File: src/rtl/spw_tx_scheduler.sv
// spw_tx_scheduler: per-slot character selection (Time-Code > FCT > N-Char > NULL) and flow-control credit accounting.
// Rev 1.0. Optional macro SPW_TX_STATS_EN adds saturating sent-character counters (statNChar/statFCT/statTC).
`default_nettype none

module spw_tx_scheduler #(
   parameter int MAX_CREDIT = 56,
   parameter int FCT_STEP   = 8,
   parameter int RXBUF_AW   = 6
) (
   input  logic                CLOCK,
   input  logic                RESETn,
   input  logic                resetTx,
   input  logic                enableTx,
   input  logic                sendNULLs,
   input  logic                sendFCTs,
   input  logic                sendNChars,
   input  logic                sendTimeCodes,
   input  logic                gotFCT,
   input  logic                gotNChar,
   input  logic [RXBUF_AW-1:0] rxFree,
   input  logic                TICK_IN,
   input  logic [7:0]          TIME_IN,
   input  logic                TXWRITE,
   input  logic [8:0]          TXDATA,
   output logic                TXRDY,
   input  logic                encAck,
   output logic                charValid,
   output logic [1:0]          charType,
   output logic [8:0]          charData,
   output logic [5:0]          txCredit,
   output logic [5:0]          rxOutstanding,
`ifdef SPW_TX_STATS_EN
   output logic [15:0]         statNChar,
   output logic [15:0]         statFCT,
   output logic [15:0]         statTC,
`endif
   output logic                creditError
);

   typedef enum logic [1:0] {
      S_IDLE    = 2'd0,
      S_SELECT  = 2'd1,
      S_PRESENT = 2'd2
   } state_t;

   localparam logic [1:0] T_NULL  = 2'b00;
   localparam logic [1:0] T_FCT   = 2'b01;
   localparam logic [1:0] T_NCHAR = 2'b10;
   localparam logic [1:0] T_TC    = 2'b11;
   localparam int         SW      = ((RXBUF_AW > 6) ? RXBUF_AW : 6) + 1;

   state_t      state_q;
   logic        charValid_q;
   logic [1:0]  charType_q;
   logic [8:0]  charData_q;
   logic [5:0]  txCredit_q, txCredit_d;
   logic [5:0]  rxOut_q, rxOut_d;
   logic        creditError_q, creditError_d;
   logic        tickPending_q;
   logic [7:0]  tickTime_q;
   logic        holdValid_q;
   logic [8:0]  holdData_q;

   logic          w_clr;
   logic          w_ack;
   logic          w_ack_fct;
   logic          w_ack_nch;
   logic          w_sel_tc;
   logic          w_sel_fct;
   logic          w_sel_nch;
   logic [SW-1:0] w_rx_after_fct;
   logic [6:0]    w_tx_sum;
   logic          w_tx_ovf;
   logic          w_rx_und;

   // enableTx low clears like resetTx, except the Time-Code request survives it
   assign w_clr     = !resetTx || !enableTx;
   assign w_ack     = (state_q == S_PRESENT) && encAck;
   assign w_ack_fct = w_ack && (charType_q == T_FCT);
   assign w_ack_nch = w_ack && (charType_q == T_NCHAR);

   assign w_rx_after_fct = SW'(rxOut_q) + SW'(FCT_STEP);
   assign w_sel_tc  = sendTimeCodes && tickPending_q;
   assign w_sel_fct = sendFCTs && (w_rx_after_fct <= SW'(MAX_CREDIT))
                      && (SW'(rxFree) >= w_rx_after_fct);
   assign w_sel_nch = sendNChars && holdValid_q && (txCredit_q != 6'd0);

   always_comb begin
      w_tx_sum   = 7'(txCredit_q) + (gotFCT ? 7'(FCT_STEP) : 7'd0) - (w_ack_nch ? 7'd1 : 7'd0);
      w_tx_ovf   = gotFCT && (w_tx_sum > 7'(MAX_CREDIT));
      // an overflowing FCT is discarded, but a character actually sent still consumes its credit
      txCredit_d = w_tx_ovf ? (txCredit_q - (w_ack_nch ? 6'd1 : 6'd0)) : w_tx_sum[5:0];
      w_rx_und   = 1'b0;
      rxOut_d    = rxOut_q;
      case ({gotNChar, w_ack_fct})
         2'b11:   rxOut_d = rxOut_q + 6'(FCT_STEP - 1);
         2'b10: begin
            if (rxOut_q == 6'd0) w_rx_und = 1'b1;
            else                 rxOut_d  = rxOut_q - 6'd1;
         end
         2'b01:   rxOut_d = rxOut_q + 6'(FCT_STEP);
         default: rxOut_d = rxOut_q;
      endcase
      creditError_d = w_tx_ovf || w_rx_und;
   end

   always_ff @(posedge CLOCK or negedge RESETn) begin
      if (!RESETn) begin
         state_q       <= S_IDLE;
         charValid_q   <= 1'b0;
         charType_q    <= T_NULL;
         charData_q    <= '0;
         txCredit_q    <= '0;
         rxOut_q       <= '0;
         creditError_q <= 1'b0;
         tickPending_q <= 1'b0;
         tickTime_q    <= '0;
         holdValid_q   <= 1'b0;
         holdData_q    <= '0;
      end else if (w_clr) begin
         state_q       <= S_IDLE;
         charValid_q   <= 1'b0;
         charType_q    <= T_NULL;
         charData_q    <= '0;
         txCredit_q    <= '0;
         rxOut_q       <= '0;
         creditError_q <= 1'b0;
         holdValid_q   <= 1'b0;
         holdData_q    <= '0;
         if (!resetTx) begin
            tickPending_q <= 1'b0;
            tickTime_q    <= '0;
         end else if (TICK_IN) begin
            tickPending_q <= 1'b1;
            tickTime_q    <= TIME_IN;
         end
      end else begin
         txCredit_q    <= txCredit_d;
         rxOut_q       <= rxOut_d;
         creditError_q <= creditError_d;

         if (TXWRITE && !holdValid_q) begin
            holdValid_q <= 1'b1;
            holdData_q  <= TXDATA;
         end else if (w_ack_nch) begin
            holdValid_q <= 1'b0;
         end

         // a fresh tick in the selecting cycle stays pending for the next slot
         if (TICK_IN) begin
            tickPending_q <= 1'b1;
            tickTime_q    <= TIME_IN;
         end else if ((state_q == S_SELECT) && w_sel_tc) begin
            tickPending_q <= 1'b0;
         end

         case (state_q)
            S_IDLE: begin
               charValid_q <= 1'b0;
               state_q     <= S_SELECT;
            end
            S_SELECT: begin
               state_q     <= S_PRESENT;
               charValid_q <= 1'b1;
               if (w_sel_tc) begin
                  charType_q <= T_TC;
                  charData_q <= {1'b0, tickTime_q};
               end else if (w_sel_fct) begin
                  charType_q <= T_FCT;
                  charData_q <= '0;
               end else if (w_sel_nch) begin
                  charType_q <= T_NCHAR;
                  charData_q <= holdData_q;
               end else if (sendNULLs) begin
                  charType_q <= T_NULL;
                  charData_q <= '0;
               end else begin
                  state_q     <= S_SELECT;
                  charValid_q <= 1'b0;
               end
            end
            S_PRESENT: begin
               if (encAck) begin
                  charValid_q <= 1'b0;
                  state_q     <= S_SELECT;
               end
            end
            default: begin
               charValid_q <= 1'b0;
               state_q     <= S_IDLE;
            end
         endcase
      end
   end

`ifdef SPW_TX_STATS_EN
   logic [15:0] statNChar_q, statFCT_q, statTC_q;

   always_ff @(posedge CLOCK or negedge RESETn) begin
      if (!RESETn) begin
         statNChar_q <= '0;
         statFCT_q   <= '0;
         statTC_q    <= '0;
      end else if (w_ack) begin
         case (charType_q)
            T_NCHAR: if (statNChar_q != 16'hFFFF) statNChar_q <= statNChar_q + 16'd1;
            T_FCT:   if (statFCT_q   != 16'hFFFF) statFCT_q   <= statFCT_q   + 16'd1;
            T_TC:    if (statTC_q    != 16'hFFFF) statTC_q    <= statTC_q    + 16'd1;
            default: statTC_q <= statTC_q;
         endcase
      end
   end

   assign statNChar = statNChar_q;
   assign statFCT   = statFCT_q;
   assign statTC    = statTC_q;
`endif

   assign TXRDY         = !holdValid_q;
   assign charValid     = charValid_q;
   assign charType      = charType_q;
   assign charData      = charData_q;
   assign txCredit      = txCredit_q;
   assign rxOutstanding = rxOut_q;
   assign creditError   = creditError_q;

endmodule

`default_nettype wire

File: config.mk
export PLATFORM = sky130hd
export DESIGN_NAME = spw_tx_scheduler
export DESIGN_NICKNAME = d
export VERILOG_FILES = /design/src/rtl/spw_tx_scheduler.sv
export SDC_FILE = /design/constraint.sdc
export NUM_CORES = 1
export LEC_CHECK = 0
export BUFFER_PORTS_ARGS = -buffer_cell sky130_fd_sc_hd__buf_2
export CAP_MARGIN = 30
export CORE_MARGIN = 2
export CORE_UTILIZATION = 55
export DETAILED_ROUTE_END_ITERATION = 7
export PLACE_DENSITY = 0.81
export SLEW_MARGIN = 20
export SYNTH_ARGS = -nofsm -noshare
export SYNTH_HDL_FRONTEND = slang
export SYNTH_SLANG_ARGS = --single-unit
export TNS_END_PERCENT = 1
File: constraint.sdc
create_clock -name CLOCK -period 3.65 [get_ports CLOCK]
set_clock_uncertainty 0.2 [all_clocks]
set_input_delay 0.5475 -clock CLOCK [delete_from_list [all_inputs] [get_ports CLOCK]]
set_output_delay 0.5475 -clock CLOCK [all_outputs]
set_load 0.05 [all_outputs]
## Yosys cells after proc, flatten, opt, wreduce, memory -nomap -nowiden

Cells that the tools add are included.

| cells by class | value |
|---|---|
| add/sub/neg operators | 7 |
| multiply operators | 0 |
| divide/modulo/power cells | 0 |
| magnitude comparators | 3 |
| eq/ne operators | 10 |
| shifts and indexed selects | 0 |
| multiplexer cells | 50 |
| bitwise operators | 0 |
| reductions and logical operators | 28 |

Operators with widths:

| cell | count |
|---|---|
| 9-bit 2-to-1 mux | 8 |
| 2-bit 2-to-1 mux | 12 |
| 6-bit 2-to-1 mux | 4 |
| 8-bit 2-to-1 mux | 3 |
| 1-bit 2-to-1 mux | 19 |
| 6-bit case mux with 3 select lines | 1 |
| 1-bit logical AND | 11 |
| 3-bit inequality test (second input constant) | 3 |
| 2-bit == test (second input constant) | 4 |
| 6-bit by 4-bit adder with 7-bit output | 1 |
| 6-bit by 4-bit adder with 7-bit output (second input constant) | 1 |
| 6-bit by 7-bit >= comparator with 1-bit output | 1 |
| 7-bit by 6-bit greater-than comparator with 1-bit output (second input constant) | 1 |
| 7-bit by 6-bit less-or-equal comparator with 1-bit output (second input constant) | 1 |
| 7-bit by 1-bit subtractor with 7-bit output | 1 |
| 6-bit by 3-bit adder with 6-bit output (second input constant) | 1 |
| 6-bit by 4-bit adder with 6-bit output (second input constant) | 1 |
| 2-bit by 1-bit == test with 1-bit output (second input constant) | 3 |
| 6-bit logical NOT | 1 |
| 2-bit case mux with 3 select lines | 1 |
| 2-bit AND reduction | 3 |
| 3-bit nonzero test | 2 |
| 6-bit nonzero test | 1 |
| 6-bit by 1-bit subtractor with 6-bit output | 1 |
| other kinds (9) | 13 |

| word-level totals | value |
|---|---|
| flip-flop bits (word level) | 46 |
| latch bits | 0 |
| bits in writable memories | 0 |
| memory bits (read-only) | 0 |
| input port bits | 36 |
| memories | 0 |

## Logic depth before layout (Yosys ltp)

| logic depth | value |
|---|---|
| depth after elaboration | 9 |
| gate-level depth with buffers | 13 |

## Worst setup path before layout

Ideal clock, no wire load.

| timing path | value |
|---|---|
| path kind | flip-flop to flip-flop |
| start point | reg charType_q[1] (netlist: charType[1]) |
| end point | reg txCredit_q[2] (netlist: txCredit[2]) |
| arrival | 2736 ps |
| data required time | 3325 ps |
| slack | 590 ps |
| stages on the path, launching flop included | 13 |
| buffers on the path | 0 |
| period minus slack after synthesis | 3060 ps |
| path through | dfrtp_1 > nor3b_1 > ha_1 > inv_1 > ha_1 > inv_1 > fa_1 > nand2b_1 > a21oi_1 > xnor2_1 > nand4_1 > nand2_1 > mux2_2 |

| between the ends | value |
|---|---|
| cells in the longest elaborated chain, start to end | 8 |
| elaborated cells on any way between the ends | 10 |
| classes of those cells | 2 x add/sub; 1 x order compare; 1 x eq/ne; 4 x mux; 2 x reduce/logical |

Ends and longest elaborated chain:

| what | RTL line | text |
|---|---|---|
| start: declaration | 54 | `logic [1:0] charType_q;` |
| start signal: assignment | 111 | `charType_q <= T_NULL;` |
| start signal: assignment | 123 | `charType_q <= T_NULL;` |
| start signal: assignment | 166 | `charType_q <= T_TC;` |
| 2-bit == test * | 80 | `assign w_ack_nch = w_ack && (charType_q == T_NCHAR);` |
| 1-bit logical AND * | 80 |  |
| 1-bit 2-to-1 mux | 89, 92 |  |
| 7-bit by 1-bit subtractor with 7-bit output | 89 | `w_tx_sum = 7'(txCredit_q) + (gotFCT ? 7'(FCT_STEP) : 7'd0) - (w_ack_nch ? 7'd1 : 7'd0);` |
| 7-bit by 6-bit greater-than comparator with 1-bit output | 90 | `w_tx_ovf = gotFCT && (w_tx_sum > 7'(MAX_CREDIT));` |
| 1-bit logical AND | 90 |  |
| 6-bit 2-to-1 mux * | 92 | `txCredit_d = w_tx_ovf ? (txCredit_q - (w_ack_nch ? 6'd1 : 6'd0)) : w_tx_sum[5:0];` |
| 6-bit 2-to-1 mux * | 120 | `end else if (w_clr) begin` |
| end signal: assignment | 138 | `txCredit_q <= txCredit_d;` |
| end: declaration | 56 | `logic [5:0] txCredit_q, txCredit_d;` |

Every way passes the cells marked *; elsewhere a longest branch is shown, timed or not.
A chain may end at the register's enable or synchronous reset.

## Worst setup path after layout

| timing path | value |
|---|---|
| start point | reg state_q[0] |
| end point | reg txCredit_q[2] (netlist: txCredit[2]) |

| between the ends | value |
|---|---|
| cells in the longest elaborated chain, start to end | 9 |
| elaborated cells on any way between the ends | 11 |
| classes of those cells | 2 x add/sub; 1 x order compare; 1 x eq/ne; 4 x mux; 3 x reduce/logical |

Ends and longest elaborated chain:

| what | RTL line | text |
|---|---|---|
| start: declaration | 52 | `state_t state_q;` |
| start signal: assignment | 109 | `state_q <= S_IDLE;` |
| start signal: assignment | 121 | `state_q <= S_IDLE;` |
| start signal: assignment | 160 | `state_q <= S_SELECT;` |
| 2-bit == test * | 78 | `assign w_ack = (state_q == S_PRESENT) && encAck;` |
| 1-bit logical AND * | 78 |  |
| 1-bit logical AND * | 80 |  |
| 1-bit 2-to-1 mux | 89, 92 |  |
| 7-bit by 1-bit subtractor with 7-bit output | 89 |  |
| 7-bit by 6-bit greater-than comparator with 1-bit output | 90 |  |
| 1-bit logical AND | 90 |  |
| 6-bit 2-to-1 mux * | 92 |  |
| 6-bit 2-to-1 mux * | 120 |  |

Marks and branches as above.

==> results summary <==
The flow ran to the end, and the final reports show no timing, DRC or antenna violations. The clock tree from TritonCTS is yes. In the layout the commonest cells are sky130_fd_sc_hd__buf_2, sky130_fd_sc_hd__nand2_1, sky130_fd_sc_hd__dfrtp_1. The number of slew-limit violations in the final report came out at 0. The switching power summed over all nets is ~490 uW. Setup repair after global routing left no endpoint under its margin. From left edge to right edge, the die measures 76.12 um. Data on the critical path is required at its endpoint by ~3.6 ns.

The total negative slack for setup checks came out at 0 ns. The distinct cell type count after synthesis is just over 50. The worst path in the final design needs a cycle of ~3.3 ns, including I/O delays and setup. The I/O pin count is 62. The most utilized layer in the global route result is met2.

The maximum root-to-sink buffer count came out at 2. The pin count of the biggest net entering global routing came out at 34. Leaving out fill and tap cells, the most frequent cell in the layout is sky130_fd_sc_hd__buf_2.

In this run switching power makes up 35.13% of total power. The number of iterations in the first detailed-routing pass came out at 4. STA classifies the critical path startpoint as a register. The number of flops mapped to enable cells by yosys came out at 0.

Along the worst path, the maximum fanout reaches 5. In the synthesized netlist the async set-or-reset flop fraction comes to 100.0%. The starting density of the core came out at a little under three fifths. In this run the standard cell core region covers approximately 0.0051 mm2. The remaining global-route overflow came out at 0. The H-tree depth is 2. The remaining number of nets flagged by the antenna check after routing is 0. The clock sink count is 46. The final layout net count came out at about 440. The cell internal power dissipation is approximately 900 uW. The post-route cell area is between 0.003 and 0.004 mm2. The highest clock rate came out at roughly 300 MHz. The post-CTS resize count is 0. The length in cells of the worst reg-to-reg path is 13. The via count normalized by instance count came out at about 5.6. The leakage power figure is about 1.7 nW. The critical path ends at txCredit[2]. After clock tree synthesis, the clock-pin slew on the worst setup and hold paths is roughly 0.09 ns.

The mean cell area of the mapped netlist came out at about 9.0 um2. In this run the clock root is driven by a sky130_fd_sc_hd__clkbuf_8. The clock network fraction of total power came out at between 20% and 30%. The critical path is of the reg2reg type.

The detail-routed net length per standard cell is 14.72 um. Of the post-synthesis cell area, the dominant cell type holds between 40% and 50%. The area of the die is ~0.0058 mm2. The combinational fraction of design power is between 30% and 40%.

During synthesis, Yosys emitted a total of 0 warnings. Per report_power, the sequential group accounts for about 41% of the total. In this run the worst setup path begins at state_q[0]. The maximum VDD drop is between 200 and 250 uV. The final setup violation count came out at 0. The global-route wire length before repair came out at 11.39 mm. The slew of the pin with the lowest slew margin came out at 0.5852 ns.

The worst slew margin relative to its limit is 60.73%. The die span in y is roughly 76 um. The number of buffers inserted by port buffering is 61. The fraction of layout cells with a size suffix above 1 came out at about a fifth. The met2 routing resource usage after global routing came out at about two fifths. The number of antenna violations at the first check in global routing is 0.

The setup slack of the worst register-to-register path came out at roughly 0.37 ns. Global routing used about 24% of the available tracks across all layers. The placement row count is 26. The endpoint identified for the worst register-to-register timing path is txCredit[2]. The quantity of hold-fixing buffers added after cts is 1. The portion of the clock cycle consumed by the worst path in the final layout came out at about 90%.

The number of antenna diodes in the final layout is 0. The routability congestion estimate from global placement came out at approximately 0.9. The synthesis-to-finish area growth is 18.24%. The number of buffers created by CTS came out at 5. The data arrival time of the critical path came out at between 3 and 4 ns. The vias after detailed routing is ~2500. The total half-perimeter wirelength after legalization and detailed placement came out at roughly 5.0 mm. The worst hold slack after final layout came out at between 0.2 and 0.3 ns. In this run, the number of DRC markers left after iteration 0 of detailed routing was about 120. Buffers added to address setup during post-CTS repair amount to 0. The number of max-capacitance violations reported came out at 0. Sorting the synthesized cells by area gives the leading types as sky130_fd_sc_hd__dfrtp_1, sky130_fd_sc_hd__ha_1, sky130_fd_sc_hd__nand2_1. The flip-flop cell with the highest count after synthesis is sky130_fd_sc_hd__dfrtp_1.

The global routing met3 resource utilization came out at around 5%. The share of the yosys chip area belonging to registers is between 40% and 50%. Dividing total power by cell area gives a power density of 409.9 mW/mm2.

The routed wire length is 6.652 mm. The number of global-route vias before repair is between 2000 and 2500. The post-synthesis instance area came out at about 0.0029 mm2. Global routing used 33.98% of the available met1 tracks. For this run, design rule violations remaining after detail routing come to 0.

sky130_fd_sc_hd__dfrtp_1 takes more of the synthesized area than any other cell. The overall power consumption is between 1 and 1.5 mW. The total cell area at the placement stage is between 0.003 and 0.004 mm2.

The tightest min-delay check is of the in2reg type. The number of nets handed over by synthesis was ~380. The number of storage elements in the synthesis netlist came out at 46.

Counting every instance in the synthesized netlist gives between 300 and 400. The clock network latency to the later pin of the worst-skew pair came out at around 0.31 ns. The final count of hold timing violations is 0. The worst setup path is captured at a register.

The worst register-to-register path begins at state_q[0].
metal layers:
metal,vias up,routed length (um)
met2,75,3161
met3,4,343
met1,1205,3093
li1,1227,-
met4,0,54
met5,-,0
cell usage after synthesis (2+ instances only):
cell	number
sky130_fd_sc_hd__inv_1	22
sky130_fd_sc_hd__xnor2_1	5
sky130_fd_sc_hd__and2_1	5
sky130_fd_sc_hd__or3_1	3
sky130_fd_sc_hd__clkbuf_1	8
sky130_fd_sc_hd__o31a_1	2
sky130_fd_sc_hd__a311oi_1	2
sky130_fd_sc_hd__mux2i_1	9
sky130_fd_sc_hd__nor2_1	13
sky130_fd_sc_hd__nand3b_1	3
sky130_fd_sc_hd__nand2_1	53
sky130_fd_sc_hd__o31ai_1	2
sky130_fd_sc_hd__and3_1	2
sky130_fd_sc_hd__a21o_1	3
sky130_fd_sc_hd__nor3_1	2
sky130_fd_sc_hd__o21ai_1	2
sky130_fd_sc_hd__nand2b_1	6
sky130_fd_sc_hd__a211oi_1	2
sky130_fd_sc_hd__o21ai_0	22
sky130_fd_sc_hd__a22o_1	10
sky130_fd_sc_hd__ha_1	23
sky130_fd_sc_hd__a21oi_1	25
sky130_fd_sc_hd__buf_2	2
sky130_fd_sc_hd__dfrtp_1	46
sky130_fd_sc_hd__o211ai_1	2
sky130_fd_sc_hd__nand3_1	4
sky130_fd_sc_hd__nor2b_1	14
sky130_fd_sc_hd__xor2_1	3
cell type report:
class / instances / area (um2)
clock buffer: 5 / 68.82
tap: 70 / 87.58
inverter: 22 / 82.58
timing repair buffer: 67 / 365.4
sequential: 46 / 1151
fill: 446 / 1693
multi-input combinational: 239 / 1583
clock inverter: 3 / 43.79
cells by family (layout without fill, tap and decap cells):
logic type      count (synthesis)  in the layout  synth area share, %
fa+ha+maj                      24             24                10.76
flops                          46             46                40.24
buf+inv                        33             97                4.418
xor+xnor                        8              8                2.450
simple gates                  113            113                19.38
mux                            10             10                3.543
compound gates                 84             84                19.20
worst min path at each step:
stage / start / endpoint / slack, ns / depth (start not counted)
after detailed placement: RESETn / tickTime_q[7] / 0.27 / 1
final: TXDATA[8] / holdData_q[8] / 0.27 / 3
after global routing: TXDATA[8] / holdData_q[8] / 0.27 / 3
after CTS: TXDATA[8] / holdData_q[8] / 0.26 / 3
after global placement: charData[7] / charData[7] / 0.28 / 1
after floorplan: RESETn / charData[0] / 0.05 / 0
stage by stage:
stage	setup slack, ns	cells	utilization (%)
detailed placement	0.3075	443	64.23
global route	0.1182	452	66.64
floorplan	0.5896	318	-
CTS	0.4241	452	66.64
finish	0.3668	452	66.64
global placement	0.4128	442	63.83
state kept, by name (all words and copies together), names as in the netlist:
name,cells
charData,9
charType,2
charValid,1
creditError,1
holdData_q,9
holdValid_q,1
rxOutstanding,6
state_q,2
tickPending_q,1
tickTime_q,8
txCredit,6
worst max-delay path, cell delays in order, from the launching register on:
cell	delay, ns
sky130_fd_sc_hd__dfrtp_1	0.41
sky130_fd_sc_hd__nand3b_1	0.22
sky130_fd_sc_hd__nor3b_1	0.33
sky130_fd_sc_hd__ha_1	0.26
sky130_fd_sc_hd__inv_1	0.07
sky130_fd_sc_hd__ha_1	0.21
sky130_fd_sc_hd__inv_1	0.08
sky130_fd_sc_hd__fa_1	0.19
sky130_fd_sc_hd__nand2b_1	0.11
sky130_fd_sc_hd__a21oi_1	0.07
sky130_fd_sc_hd__xnor2_1	0.36
sky130_fd_sc_hd__nand4_1	0.15
sky130_fd_sc_hd__nand2_1	0.16
sky130_fd_sc_hd__mux2_2	0.35
power groups by stage:
stage	clock network, mW	logic, mW	registers (mW)
floorplan	0	0.258	0.623
global placement	0	0.409	0.575
detailed placement	0	0.425	0.576
CTS	0.393	0.429	0.567
global route	0.415	0.480	0.571
finish	0.388	0.432	0.567
(Power assumes the default switching activity.)
